File: src/rtl/vx_iter_div_unit_pkg.sv
// Shared divider definitions: FSM state encoding, iteration-count helper and M-op funct3 codes.
// Used by the divider top level and by decode upstream.
package vx_iter_div_unit_pkg;

    typedef enum logic [1:0] {
        IDLE = 2'd0,
        CALC = 2'd1,
        DONE = 2'd2
    } div_state_t;

    // funct3 encodings of the divide M-ops, decoded upstream into is_signed/is_rem
    localparam logic [2:0] MOP_DIV  = 3'b100;
    localparam logic [2:0] MOP_DIVU = 3'b101;
    localparam logic [2:0] MOP_REM  = 3'b110;
    localparam logic [2:0] MOP_REMU = 3'b111;

    // cycles spent in CALC: one per group of radix_log quotient bits
    function automatic int div_iters(input int width, input int radix_log);
        return width / radix_log;
    endfunction

endpackage

File: src/rtl/vx_iter_div_unit_if.sv
// Request/response bundle of the iterative divider; master = muldiv dispatch side, slave = divider.
// Valid/ready in both directions, one request in flight.
interface vx_iter_div_unit_if #(
    parameter int WIDTH = 32,
    parameter int LANES = 4,
    parameter int TAGW  = 8
);
    logic                   valid_in;
    logic                   ready_in;
    logic                   is_signed;
    logic                   is_rem;
    logic [LANES*WIDTH-1:0] numer;
    logic [LANES*WIDTH-1:0] denom;
    logic [TAGW-1:0]        tag_in;
    logic                   valid_out;
    logic                   ready_out;
    logic [LANES*WIDTH-1:0] result;
    logic [TAGW-1:0]        tag_out;

    modport master (
        output valid_in, is_signed, is_rem, numer, denom, tag_in, ready_out,
        input  ready_in, valid_out, result, tag_out
    );

    modport slave (
        input  valid_in, is_signed, is_rem, numer, denom, tag_in, ready_out,
        output ready_in, valid_out, result, tag_out
    );
endinterface

File: src/rtl/vx_iter_div_unit_div_lane.sv
// One lane: abs at load, RADIX_LOG restoring steps per cycle, sign fix-up into result on the last step.
// No handshake of its own; load/step/last are sequenced by the top-level FSM.
module vx_div_lane #(
    parameter int WIDTH     = 32,
    parameter int RADIX_LOG = 1
) (
    input  logic             clk,
    input  logic             load,
    input  logic             early,
    input  logic             step,
    input  logic             last,
    input  logic             is_signed,
    input  logic             is_rem,
    input  logic [WIDTH-1:0] numer,
    input  logic [WIDTH-1:0] denom,
    output logic             den_zero,
    output logic [WIDTH-1:0] result
);
    logic [WIDTH-1:0] rem_q, quo_q, den_q;
    logic             neg_quo_q, neg_rem_q, dz_q, sel_rem_q;

    logic             n_neg, d_neg;
    logic [WIDTH-1:0] n_abs, d_abs;
    logic [WIDTH-1:0] rem_d, quo_d, quo_fix, rem_fix;
    logic [WIDTH:0]   trial, diff;

    assign n_neg    = is_signed & numer[WIDTH-1];
    assign d_neg    = is_signed & denom[WIDTH-1];
    assign n_abs    = n_neg ? (~numer + 1'b1) : numer;
    assign d_abs    = d_neg ? (~denom + 1'b1) : denom;
    assign den_zero = (denom == '0);

    // The partial remainder is always below the divisor, so the shifted trial fits in WIDTH+1 bits.
    always_comb begin
        rem_d = rem_q;
        quo_d = quo_q;
        trial = '0;
        diff  = '0;
        for (int i = 0; i < RADIX_LOG; i++) begin
            trial = {rem_d, quo_d[WIDTH-1]};
            quo_d = {quo_d[WIDTH-2:0], 1'b0};
            diff  = trial - {1'b0, den_q};
            if (!diff[WIDTH]) begin
                rem_d    = diff[WIDTH-1:0];
                quo_d[0] = 1'b1;
            end else begin
                rem_d = trial[WIDTH-1:0];
            end
        end
    end

    // A zero divisor leaves quotient all ones and remainder |n|; MIN/-1 yields MIN, 0 with no special case.
    assign quo_fix = (neg_quo_q && !dz_q) ? (~quo_d + 1'b1) : quo_d;
    assign rem_fix = neg_rem_q ? (~rem_d + 1'b1) : rem_d;

    always_ff @(posedge clk) begin
        if (load) begin
            rem_q     <= '0;
            quo_q     <= n_abs;
            den_q     <= d_abs;
            neg_quo_q <= n_neg ^ d_neg;
            neg_rem_q <= n_neg;
            dz_q      <= den_zero;
            sel_rem_q <= is_rem;
            if (early) begin
                result <= is_rem ? numer : '1;
            end
        end else if (step) begin
            rem_q <= rem_d;
            quo_q <= quo_d;
            if (last) begin
                result <= sel_rem_q ? rem_fix : quo_fix;
            end
        end
    end
endmodule

File: src/rtl/vx_iter_div_unit.sv
// Multi-lane iterative divider: result valid WIDTH/RADIX_LOG+1 cycles after accept, 1 on all-zero-divisor early-out.
// Single request in flight; result and tag held in DONE until ready_out, ready_in low while busy.
module vx_iter_div_unit
    import vx_iter_div_unit_pkg::*;
#(
    parameter int WIDTH     = 32,
    parameter int LANES     = 4,
    parameter int RADIX_LOG = 1,
    parameter int TAGW      = 8,
    parameter int EARLY_OUT = 1
) (
    input  logic               clk,
    input  logic               reset,
    vx_iter_div_unit_if.slave  bus
);
    localparam int ITERS = div_iters(WIDTH, RADIX_LOG);
    localparam int CNTW  = (ITERS > 1) ? $clog2(ITERS) : 1;
    localparam logic [CNTW-1:0] CNT_LAST = CNTW'(ITERS - 1);

    div_state_t             state_q, state_d;
    logic [CNTW-1:0]        cnt_q;
    logic [TAGW-1:0]        tag_q;
    logic [LANES-1:0]       den_zero;
    logic [LANES*WIDTH-1:0] result_w;
    logic                   accept, early_hit, calc_step, calc_last;

    assign bus.ready_in  = (state_q == IDLE);
    assign accept        = bus.valid_in && bus.ready_in;
    assign early_hit     = (EARLY_OUT != 0) && (&den_zero);
    assign calc_step     = (state_q == CALC);
    assign calc_last     = calc_step && (cnt_q == CNT_LAST);
    assign bus.valid_out = (state_q == DONE);
    assign bus.tag_out   = tag_q;
    assign bus.result    = result_w;

    always_comb begin
        state_d = state_q;
        case (state_q)
            IDLE: if (accept)        state_d = early_hit ? DONE : CALC;
            CALC: if (calc_last)     state_d = DONE;
            DONE: if (bus.ready_out) state_d = IDLE;
            default:                 state_d = IDLE;
        endcase
    end

    always_ff @(posedge clk) begin
        if (reset) begin
            state_q <= IDLE;
        end else begin
            state_q <= state_d;
        end
    end

    // Counter and tag only matter while busy, so they are left out of reset.
    always_ff @(posedge clk) begin
        if (accept) begin
            cnt_q <= '0;
            tag_q <= bus.tag_in;
        end else if (calc_step) begin
            cnt_q <= cnt_q + 1'b1;
        end
    end

    for (genvar g = 0; g < LANES; g++) begin : g_lane
        vx_div_lane #(
            .WIDTH     (WIDTH),
            .RADIX_LOG (RADIX_LOG)
        ) u_lane (
            .clk       (clk),
            .load      (accept),
            .early     (early_hit),
            .step      (calc_step),
            .last      (calc_last),
            .is_signed (bus.is_signed),
            .is_rem    (bus.is_rem),
            .numer     (bus.numer[g*WIDTH +: WIDTH]),
            .denom     (bus.denom[g*WIDTH +: WIDTH]),
            .den_zero  (den_zero[g]),
            .result    (result_w[g*WIDTH +: WIDTH])
        );
    end
endmodule

File: src/flat_wrapper.sv
// flat-port wrapper written by rule: the top's interface ports become plain ports
module vx_iter_div_unit_flat import vx_iter_div_unit_pkg::*;
#(
    parameter int WIDTH     = 32,
    parameter int LANES     = 4,
    parameter int RADIX_LOG = 1,
    parameter int TAGW      = 8,
    parameter int EARLY_OUT = 1
)
  (clk, reset, bus_valid_in, bus_is_signed, bus_is_rem, bus_numer, bus_denom, bus_tag_in, bus_ready_out, bus_ready_in, bus_valid_out, bus_result, bus_tag_out);
  vx_iter_div_unit_if #(.WIDTH(WIDTH), .LANES(LANES), .TAGW(TAGW)) bus_i ();
  input  logic clk;
  input  logic reset;
  input wire logic [$bits(bus_i.valid_in)-1:0] bus_valid_in;
  input wire logic [$bits(bus_i.is_signed)-1:0] bus_is_signed;
  input wire logic [$bits(bus_i.is_rem)-1:0] bus_is_rem;
  input wire logic [$bits(bus_i.numer)-1:0] bus_numer;
  input wire logic [$bits(bus_i.denom)-1:0] bus_denom;
  input wire logic [$bits(bus_i.tag_in)-1:0] bus_tag_in;
  input wire logic [$bits(bus_i.ready_out)-1:0] bus_ready_out;
  output wire logic [$bits(bus_i.ready_in)-1:0] bus_ready_in;
  output wire logic [$bits(bus_i.valid_out)-1:0] bus_valid_out;
  output wire logic [$bits(bus_i.result)-1:0] bus_result;
  output wire logic [$bits(bus_i.tag_out)-1:0] bus_tag_out;
  assign bus_i.valid_in = bus_valid_in;
  assign bus_i.is_signed = bus_is_signed;
  assign bus_i.is_rem = bus_is_rem;
  assign bus_i.numer = bus_numer;
  assign bus_i.denom = bus_denom;
  assign bus_i.tag_in = bus_tag_in;
  assign bus_i.ready_out = bus_ready_out;
  assign bus_ready_in = bus_i.ready_in;
  assign bus_valid_out = bus_i.valid_out;
  assign bus_result = bus_i.result;
  assign bus_tag_out = bus_i.tag_out;
  vx_iter_div_unit #(.WIDTH(WIDTH), .LANES(LANES), .RADIX_LOG(RADIX_LOG), .TAGW(TAGW), .EARLY_OUT(EARLY_OUT)) u_core (.clk(clk), .reset(reset), .bus(bus_i));
endmodule
File: config.mk
export PLATFORM = sky130hd
export DESIGN_NAME = vx_iter_div_unit_flat
export DESIGN_NICKNAME = d
export VERILOG_FILES = /design/src/rtl/vx_iter_div_unit_pkg.sv /design/src/rtl/vx_iter_div_unit_if.sv /design/src/rtl/vx_iter_div_unit_div_lane.sv /design/src/rtl/vx_iter_div_unit.sv /design/src/flat_wrapper.sv
export SDC_FILE = /design/constraint.sdc
export NUM_CORES = 2
export LEC_CHECK = 0
export BUFFER_PORTS_ARGS = -buffer_cell sky130_fd_sc_hd__buf_2
export CORE_MARGIN = 2
export CORE_UTILIZATION = 60
export CTS_BUF_LIST = sky130_fd_sc_hd__clkbuf_4
export DETAILED_ROUTE_END_ITERATION = 8
export GPL_TIMING_DRIVEN = 0
export PLACE_DENSITY = 0.8
export SLEW_MARGIN = 20
export SYNTH_ARGS = -nofsm -noshare
export SYNTH_HDL_FRONTEND = slang
export SYNTH_HIERARCHICAL = 1
export SYNTH_SLANG_ARGS = --single-unit
File: constraint.sdc
create_clock -name clk -period 48.8 [get_ports clk]
set_input_delay 4.88 -clock clk [delete_from_list [all_inputs] [get_ports clk]]
set_output_delay 4.88 -clock clk [all_outputs]
set_load 0.005 [all_outputs]
==> reports/summary.txt <==
Synth Flop Type = edfxtp_1
DIE WIDTH = 278 um
Hold WC Path Type = flip-flop to flip-flop
Layout cells sized above 1 = 16.5%
DRC = 0
Top sig layer = met5
Psw = 0.876 mW
Global-route wire length before repair = 233000 um
Ports = 408
Worst slew margin = 26.5%
Met2 WL = 67200 um
Clock network fraction of total power = 22.5%
Final Hold Viols = 0
#FFs+latches synth = 543
WL met3 = 16800 um
Required time of the critical path = 49.54 ns
Core area = 74400 um2
Synth Net Count = 5652
PortBufs = 407
Min Clock Period, post-route = 8.18 ns
Area occupied by multi-input gates = 28300 um2
Mux cell area share after synthesis = 4.30%
Initial Util = 60.6%
DRT iter0 DRCs = 5583
Worst-Margin Slew = 1.10 ns
Switching share of total power = 43.6%
Commonest cells post-synth = nor2_1 (607), a21oi_1 (476), edfxtp_1 (408)
Post-synthesis sequential area ratio = 33.1%
Die height = 278 um
CP max-delay cell = nor3b_1
CP Launch Type = input pin
Main combinational cell family by area after synthesis = compound AO/OA/AOI/OAI gates
Worst skew pair latency = 1.06 ns
Setup bufs post-CTS = 0
Avg Cell Area, Syn = 8.63 um2
Leakage = 19.5 nW
Unique masters post-synth = 101
CTS Buffer Depth = 3
Max-slew violation count = 0
Adder-cell share of the synthesized area = 4.22%
Post-synth ARST share = 0%
Area growth, synth to finish = 12.5%
Fmax = 122 MHz
Largest net degree at the start of global routing = 33
Vias after detailed routing = 45400
Most common cell in the synthesized netlist = nor2_1
WP buf/inv = 2
Pwr/cell area = 39.6 nW/um2
# hold bufs at CTS = 0
Clock sinks = 543
Post-CTS resize count = 0
Pre-Repair DR Iteration Count = 7
CTS tree = built
# nets final = 6235
Setup_tns = 0 ns
Met1 wire length = 60400 um
Drt via density = 6.57
Final HPWL DP = 117000 um
Synth top area share = 27.1%
Max Cap Viol = 0
Delay-heaviest family, CP = simple AND/OR/NAND/NOR gates
Full die area = 77400 um2
Root buf cell = clkbuf_4
Status = complete, no violations
Cells along the critical path = buf_2 -> nor4_1 -> nand2b_1 -> nor4_1 -> nand2_1 -> or3_1 -> nor3b_1 -> and4_4 -> nand2_1 -> o21ai_4 -> buf_16
Num CTS Buffers = 152
Period utilization = 16.8%
Worst Path Class, Setup = input pin to flip-flop
Fin worst setup slack = 40.62 ns
Syn Inst Count = 5232
Remaining global-route overflow = 0
Filler cells = 6264
Setup violators final = 0
Wire per inst = 21.9 um
Synth area leader = edfxtp_1
Critical Path AT = 8.92 ns
Initial antenna violation count = 15
Clk slew on worst S/H paths = 0.06 ns
Final core occ = 68.2%
Vias in the first global route = 42400
XOR/XNOR Fraction of Synth Area = 9.93%
Power Internal = 1.13 mW
Sequential share of power = 30.8%
Routed Antenna Nets = 0
Final Skew = 0.0550 ns
Synth warn = 6
Synthesized area = 45100 um2
RSZ-0062 raised after global routing = no
Synth Area in Compound Gates = 25.2%
H-tree depth = 4
Final wirelength = 152000 um
Total track usage = 37.8%
Synth area leaders = edfxtp_1 (27%), dfxtp_1 (6.0%), xnor2_1 (5.5%), a21oi_1 (5.3%), nor2_1 (5.0%)
Crit-path max cell delay = 0.76 ns
VDD IR max = 30.2 uV
Setup crit end kind = flip-flop
Placement Setup Slack = 39.32 ns
Rows = 100
Gate power share = 46.7%
Max Fanout on Critical Path = 18
Sequential cell area = 15000 um2
Placer Congestion = 1.02
Post-synth EDFFs = 408
Post-synthesis simple-gate area fraction = 19.0%
final cells by class:
class / count / area share (%)
buffer: 253 / 2.14
antenna: 12 / 0.0591
inverter: 221 / 1.63
timing repair buffer: 429 / 4.52
tap: 969 / 2.39
clock inverter: 54 / 0.744
clock buffer: 221 / 3.27
sequential: 543 / 29.5
multi-input combinational: 4215 / 55.8
layer usage:
metal,global-route usage (%),vias to the layer above
met5,0,-
met1,49.5,21200
met4,17.5,12
met3,9.03,498
met2,59.1,2882
li1,-,20900
flip-flops by register name, indices dropped and copies added, names as in the netlist, 4 cells and up:
register / cells
u_core/g_lane.u_lane/result: 128
u_core/g_lane.u_lane/rem_q: 128
u_core/g_lane.u_lane/neg_quo_q: 4
u_core/g_lane.u_lane/neg_rem_q: 4
u_core/g_lane.u_lane/sel_rem_q: 4
u_core/cnt_q: 5
u_core/g_lane.u_lane/dz_q: 4
u_core/g_lane.u_lane/den_q: 128
u_core/g_lane.u_lane/quo_q: 128
u_core/bus.tag_out: 8
power by group through the flow:
stage	logic, mW	registers (mW)	clock network (mW)
finish	0.939	0.619	0.452
floorplan	0.667	0.606	0
global placement	0.884	0.629	0
detailed placement	0.901	0.625	0
CTS	0.907	0.615	0.460
global route	1.00	0.623	0.484
cell usage in the layout, fill, tap and decap left out, types with 17 or more instances in the layout:
master	netlist	final
or3_1	48	48
mux2_2	37	37
buf_2	72	479
nand3_1	66	66
clkinv_1	0	30
o22ai_1	64	64
nand4_1	36	36
o21ai_0	245	241
nand2b_1	85	85
clkbuf_1	160	160
and3_1	17	17
and2_1	65	65
nor3_1	164	164
o21ai_1	36	36
nand2_1	294	294
or2_2	36	36
buf_4	5	19
a21o_1	72	72
a31oi_1	56	56
clkbuf_4	0	221
a211oi_1	144	144
or4_1	40	40
inv_1	216	216
xnor2_1	284	284
o21a_1	40	40
nor2_1	607	607
nor2b_1	57	57
o31ai_1	76	76
a21oi_1	476	476
mux2i_1	148	148
dfxtp_1	135	135
a211o_1	20	20
o41ai_1	52	52
ha_1	146	146
xor2_1	228	228
edfxtp_1	408	408
o211ai_1	52	52
nor4_1	72	72
o31a_1	20	20
worst paths after layout:
path | startpoint | end | slack [ns] | cells after the start
setup / recovery | bus_denom[70] | u_core/g_lane[1].u_lane/result[0]$_DFFE_PP_ | 40.62 | 11
setup reg to reg | u_core/g_lane[0].u_lane/quo_q[31]$_DFFE_PN_ | u_core/g_lane[0].u_lane/result[30]$_DFFE_PP_ | 42.35 | 21
hold / removal | u_core/cnt_q[4]$_SDFFE_PP0P_ | u_core/cnt_q[4]$_SDFFE_PP0P_ | 0.50 | 1
hold reg to reg | u_core/cnt_q[4]$_SDFFE_PP0P_ | u_core/cnt_q[4]$_SDFFE_PP0P_ | 0.50 | 1
cells by family after synthesis:
| logic type | count (synthesis) |
|---|---|
| buffers and inverters | 474 |
| AO/OA/AOI/OAI | 1660 |
| multiplexers | 189 |
| flip-flops | 543 |
| AND/OR/NAND/NOR | 1704 |
| XOR/XNOR | 512 |
| adder cells (fa/ha/maj) | 150 |
through the flow:
step	power, mW	hold WS (ns)	instances	cell area [um2]
2_1_floorplan	1.27	0.449	5232	45100
3_3_place_gp	1.51	0.468	6608	48400
6_report	2.01	0.502	6917	50800
4_1_cts	1.98	0.506	6905	50700
3_5_place_dp	1.53	0.470	6630	48700
5_1_grt	2.11	0.538	6912	50800
Power figures use the tool's default switching activity.
